<file path="src/rtl/sprite_motion_controller.sv">
// Per-frame position generator for a sprite. It bounces the sprite off the screen edges in auto mode,
// or steps it with pushbuttons in manual mode. All position updates happen right after the vsync falling edge.
module sprite_motion_controller #(
    parameter int H_ACTIVE = 640,
    parameter int V_ACTIVE = 480,
    parameter int SPRITE_W = 64,
    parameter int SPRITE_H = 64,
    parameter int STEP     = 2,
    parameter int X0       = 288,
    parameter int Y0       = 208
) (
    input  logic       clk,
    input  logic       rst,
    input  logic       vsync,
    input  logic       enable,
    input  logic       mode,
    input  logic       btn_left,
    input  logic       btn_right,
    input  logic       btn_up,
    input  logic       btn_down,
    output logic [9:0] posx,
    output logic [9:0] posy,
    output logic       frame_tick,
    output logic       dirx,
    output logic       diry
);

    localparam logic [10:0] XMAX   = 11'(H_ACTIVE - SPRITE_W);
    localparam logic [10:0] YMAX   = 11'(V_ACTIVE - SPRITE_H);
    localparam logic [10:0] STEP_W = 11'(STEP);

    typedef enum logic [1:0] {S_IDLE, S_UPD_X, S_UPD_Y} state_t;

    typedef struct packed {
        logic [9:0] pos;
        logic       dir;
    } axis_t;

    // Next position/direction for one axis. All arithmetic is 11 bits wide,
    // and the subtraction is guarded, so neither overflow nor underflow can happen.
    function automatic axis_t step_axis(input logic [9:0] pos, input logic dir,
                                        input logic manual, input logic dec,
                                        input logic inc, input logic [10:0] lim);
        logic [10:0] w_pos;
        logic [10:0] w_sum;
        logic [10:0] w_diff;
        axis_t       res;
        w_pos  = {1'b0, pos};
        w_sum  = w_pos + STEP_W;
        w_diff = w_pos - STEP_W;
        res    = '{pos: pos, dir: dir};
        if (!manual) begin
            if (!dir) begin
                if (w_sum >= lim) res = '{pos: lim[9:0], dir: 1'b1};
                else              res.pos = w_sum[9:0];
            end else begin
                if (w_pos <= STEP_W) res = '{pos: 10'd0, dir: 1'b0};
                else                 res.pos = w_diff[9:0];
            end
        end else if (dec && !inc) begin
            res.pos = (w_pos < STEP_W) ? 10'd0 : w_diff[9:0];
        end else if (inc && !dec) begin
            res.pos = (w_sum >= lim) ? lim[9:0] : w_sum[9:0];
        end
        return res;
    endfunction

    logic       r_vs_meta, r_vs_sync, r_vs_d;
    logic [3:0] r_btn_meta, r_btn_sync;
    logic       w_tick;

    // NOTE: every flop uses non-blocking assignment so all registers update together on the edge.
    always_ff @(posedge clk or negedge rst) begin
        if (!rst) begin
            r_vs_meta  <= 1'b1;
            r_vs_sync  <= 1'b1;
            r_vs_d     <= 1'b1;
            r_btn_meta <= 4'b0;
            r_btn_sync <= 4'b0;
            frame_tick <= 1'b0;
        end else begin
            r_vs_meta  <= vsync;
            r_vs_sync  <= r_vs_meta;
            r_vs_d     <= r_vs_sync;
            r_btn_meta <= {btn_left, btn_right, btn_up, btn_down};
            r_btn_sync <= r_btn_meta;
            frame_tick <= w_tick;
        end
    end

    // The FSM reacts to the unregistered edge so that posx can move on the
    // very edge after frame_tick rises, the same edge that lowers frame_tick.
    assign w_tick = r_vs_d & ~r_vs_sync;

    state_t     r_state;
    logic       r_mode_q;
    logic [3:0] r_btn_q;
    axis_t      w_next_x, w_next_y;

    assign w_next_x = step_axis(posx, dirx, r_mode_q, r_btn_q[3], r_btn_q[2], XMAX);
    assign w_next_y = step_axis(posy, diry, r_mode_q, r_btn_q[1], r_btn_q[0], YMAX);

    always_ff @(posedge clk or negedge rst) begin
        if (!rst) begin
            r_state  <= S_IDLE;
            r_mode_q <= 1'b0;
            r_btn_q  <= 4'b0;
            posx     <= 10'(X0);
            posy     <= 10'(Y0);
            dirx     <= 1'b0;
            diry     <= 1'b0;
        end else begin
            unique case (r_state)
                S_IDLE: begin
                    if (w_tick) begin
                        r_mode_q <= mode;
                        r_btn_q  <= r_btn_sync;
                        r_state  <= S_UPD_X;
                    end
                end
                S_UPD_X: begin
                    if (enable) begin
                        posx <= w_next_x.pos;
                        dirx <= w_next_x.dir;
                    end
                    r_state <= S_UPD_Y;
                end
                S_UPD_Y: begin
                    if (enable) begin
                        posy <= w_next_y.pos;
                        diry <= w_next_y.dir;
                    end
                    r_state <= S_IDLE;
                end
                default: r_state <= S_IDLE;
            endcase
        end
    end

endmodule

</file>
<file path="config.mk">
export PLATFORM = sky130hd
export DESIGN_NAME = sprite_motion_controller
export DESIGN_NICKNAME = d
export VERILOG_FILES = /design/src/rtl/sprite_motion_controller.sv
export SDC_FILE = /design/constraint.sdc
export NUM_CORES = 1
export LEC_CHECK = 0
export ABC_AREA = 1
export BUFFER_PORTS_ARGS = -buffer_cell sky130_fd_sc_hd__buf_2
export CAP_MARGIN = 20
export CORE_UTILIZATION = 50
export DETAILED_ROUTE_END_ITERATION = 8
export GPL_TIMING_DRIVEN = 0
export PLACE_DENSITY = 0.73
export SYNTH_ARGS = -nofsm -noshare
export SYNTH_HDL_FRONTEND = slang
export SYNTH_SLANG_ARGS = --single-unit
</file>
<file path="constraint.sdc">
create_clock -name clk -period 1.8 [get_ports clk]
set_input_delay 0.18 -clock clk [delete_from_list [all_inputs] [get_ports clk]]
set_output_delay 0.18 -clock clk [all_outputs]
set_load 0.05 [all_outputs]
</file>
==> results by group <==
Worst setup path
  – R2R Path End: posy[9]$_DFFE_PN0P_
  – Critical path cell sequence: buf_4 > nor2_4 > nand2_4 > nor2_4 > inv_1 > nand2_2 > o21ai_4 > nor2_2 > or2_1 > inv_1
  – CP Capture Type: flop
  – WS Path Type: reg -> reg
  – Slowest cell delay on critical path: 0.60 ns
  – Startpoint Class: flop
  – Crit path buffers/inverters: 3
  – Launch point of the worst reg-to-reg path: posy[4]$_DFFE_PN1P_
  – Arr. time, crit path: approximately 2.1 ns
  – Req. time, crit path: about 2 ns
  – Crit-path max FO: 8
  – Top delay family on crit path: flip-flops
  – Worst Reg-to-Reg Cells: 10
  – R2R setup slack: -0.05 ns
  – Crit-path slowest cell: dfstp_2

Synthesis
  – Area share of the largest cell type after synthesis: a little over 30%
  – Syn_nets: 403
  – Synth area leader: dfrtp_1
  – Sequential element share of the synthesized area: 38.4%
  – Syn Area/Cell: a little under 7 sq um
  – Synth Cell Area: about 2700 sq um
  – Largest cells by area after synthesis: dfrtp_1, nand2_1, dfstp_2
  – Flop and latch count out of synthesis: 41
  – Distinct cells, synth: 36
  – Synth warn: 0
  – Post-synthesis cell count: a little under 400

Cells and area
  – Finished Cell Area: between 3000 and 4000 sq um
  – Fraction of layout cells with a size suffix above 1: 36.4%
  – Area growth from synthesis to layout: 33.8%
  – Antenna diodes: 0
  – Non-filler cells, final: around 520
  – Most frequent cells in the layout: nand2_1, inv_1, nor2_1
  – Fillers: 437
  – Final nets: 462
  – Commonest non-fill, non-tap cell in the layout: nand2_1

Clocking
  – Max H-tree Level: 2
  – Clk_lat worst skew: roughly 0.3 ns
  – CTS tree: done
  – Reg clk slew, reported paths: around 0.08 ns
  – Clk root buf: clkbuf_8
  – Total clock sinks: 41
  – CTS Buf Count: 5
  – Clock buffer depth: 2

Floorplanning
  – IO Count: 32
  – Rows: 26
  – Starting Density: 52.4%
  – Die area: roughly 5700 sq um
  – Die span in x: 75.4 microns
  – Core area: ~5100 sq um
  – Die height: roughly 75 microns

GRT
  – Global-route wire length before repair: around 11 mm
  – Met2 GRT Util: about 41%
  – Vias in the first global route: ~2,400
  – Largest net degree at the start of global routing: between 40 and 50
  – GR peak layer: met2
  – GR Overflow Total: 0
  – M1 GR Usage: 35.1%
  – Initial antenna violation count: 0
  – Total GRT Usage: 25.7%
  – Met3 Usage GRT: 4.89%

STA
  – Slew @ Worst Pin: 0.912 ns
  – Fin crit period: about 1.9 ns
  – RSZ-0062 raised after global routing: true
  – Final hold viol count: 0
  – Final Cycle Share: 103%
  – Worst Clk Skew: 0.00453 ns
  – Rel. slew slack: 39.2%
  – Final Max Tran Viols: 0
  – Fmax: 0.540 GHz
  – Final setup margin: -0.0506 ns
  – Final setup fails: 5

Power and ir drop
  – Peak supply drop: roughly 1.1 mV
  – Leak: 1.73 nW
  – Cell Pwr Density: 1750 nW/um^2
  – Tot Pwr: ~6.3 mW

Route
  – Drc violations: 0
  – Total wire length: 7.08 mm
  – DR vias: approximately 2,700
  – Pre-antenna DRT Iters: 4
  – Drt wl/cell: about 14 microns
  – DRT antenna net count: 0
  – Via density: roughly 5.3
  – Starting DRT DRC Count: a little under 200

Placed design
  – PortBufs: 31
  – Routability cong.: between 0.9 and 1
  – Dpl hpwl: ~4.6 mm
  – Placement Cell Area: 2990 sq um
  – Cells after DPL: a little under 500

Worst hold path
  – Worst min path class: in -> async

Flow run
  – MaxCap Viol Count: 0

Status
  – Violated checks: setup timing
  – Outcome: finished with violations
## report_power, final
group | switching [mW] | internal (mW)
Combinational | 2.60 | 1.30
Sequential | 0.420 | 1.23
Clock | 0.340 | 0.415
## sequential cells by signal, summed over array words and instances (netlist names)
register / cells
posx: 10
posy: 10
r_btn_meta: 4
r_btn_q: 4
r_btn_sync: 4
r_state: 2
dirx: 1
diry: 1
frame_tick: 1
r_mode_q: 1
r_vs_d: 1
r_vs_meta: 1
r_vs_sync: 1
## synth_stat cells, drive strengths merged
library cell / count
nand2: 123
nor2: 54
inv: 45
dfrtp: 33
nand3: 27
o21ai: 21
a21oi: 17
xor2: 14
nand4: 12
buf: 8
dfstp: 8
ha: 6
o21bai: 3
and2: 2
clkbuf: 2
nor3: 2
o211ai: 2
xnor2: 2
a21boi: 1
clkinv: 1
nor3b: 1
nor4: 1
o21a: 1
o31ai: 1
or2: 1
## worst reg2reg max path, delay by kind of cell (launching register included)
family | cells | cell delay [ns]
flip-flops | 1 | 0.60
AND/OR/NAND/NOR | 6 | 0.57
AO/OA/AOI/OAI | 1 | 0.32
buffers and inverters | 3 | 0.31
## per-stage QoR
step                hold slack (ns)  utilization, %  setup WS, ns  setup TNS (ns)
global route                 0.0996            70.2        -0.153           -1.65
finish                      0.00378            70.2       -0.0506          -0.119
detailed placement            0.289            58.1        -0.178           -1.44
floorplan                    -0.116               -        -0.101          -0.453
CTS                          0.0428            63.4       0.00201               0
global placement              0.285            58.1        -0.140           -1.07
## kinds of logic after synthesis
family / count (synthesis) / share of synthesized area, %
adder cells (fa/ha/maj): 6 / 2.79
flip-flops: 41 / 38.4
buffers and inverters: 56 / 8.59
AO/OA/AOI/OAI: 46 / 9.56
XOR/XNOR: 16 / 5.20
AND/OR/NAND/NOR: 223 / 35.4
## area by class of cell
cell class	instances	area, sq um	area share (%)
multi-input combinational	291	1760	48.7
sequential	41	1050	29.2
timing repair buffer	54	357	9.89
inverter	46	176	4.89
tap	70	87.6	2.43
clock buffer	5	68.8	1.91
buffer	8	62.6	1.73
clock inverter	3	46.3	1.28
## layer usage
layer / part of all wire, % / vias up
met5: 0 / -
met4: 2.2 / 0
met3: 4.7 / 17
met2: 48 / 81
met1: 45 / 1289
li1: - / 1347
## worst max-delay path by stage
stage                        start                   to  slack (ns)  depth (start not counted)
2_1_floorplan  posy[6]$_DFFE_PN1P_  posy[1]$_DFFE_PN0P_       -0.10                         14
3_3_place_gp   posy[3]$_DFFE_PN0P_  posy[9]$_DFFE_PN0P_       -0.14                         12
3_5_place_dp   posy[3]$_DFFE_PN0P_  posy[9]$_DFFE_PN0P_       -0.18                         12
4_1_cts        posx[5]$_DFFE_PN1P_  posx[7]$_DFFE_PN0P_       0.002                         10
5_1_grt        posy[4]$_DFFE_PN1P_  posy[9]$_DFFE_PN0P_       -0.15                          8
6_report       posy[4]$_DFFE_PN1P_  posy[9]$_DFFE_PN0P_       -0.05                         10
## repair_timing
item                                   in CTS  in global routing
pin swaps                                   9                 38
setup endpoints to repair                  17                 24
resized for setup                          14                 80
hold buffers                                5                  0
endpoints found under the hold margin       5                  0
buffers inserted                            7                 11
(Power assumes the default switching activity.)
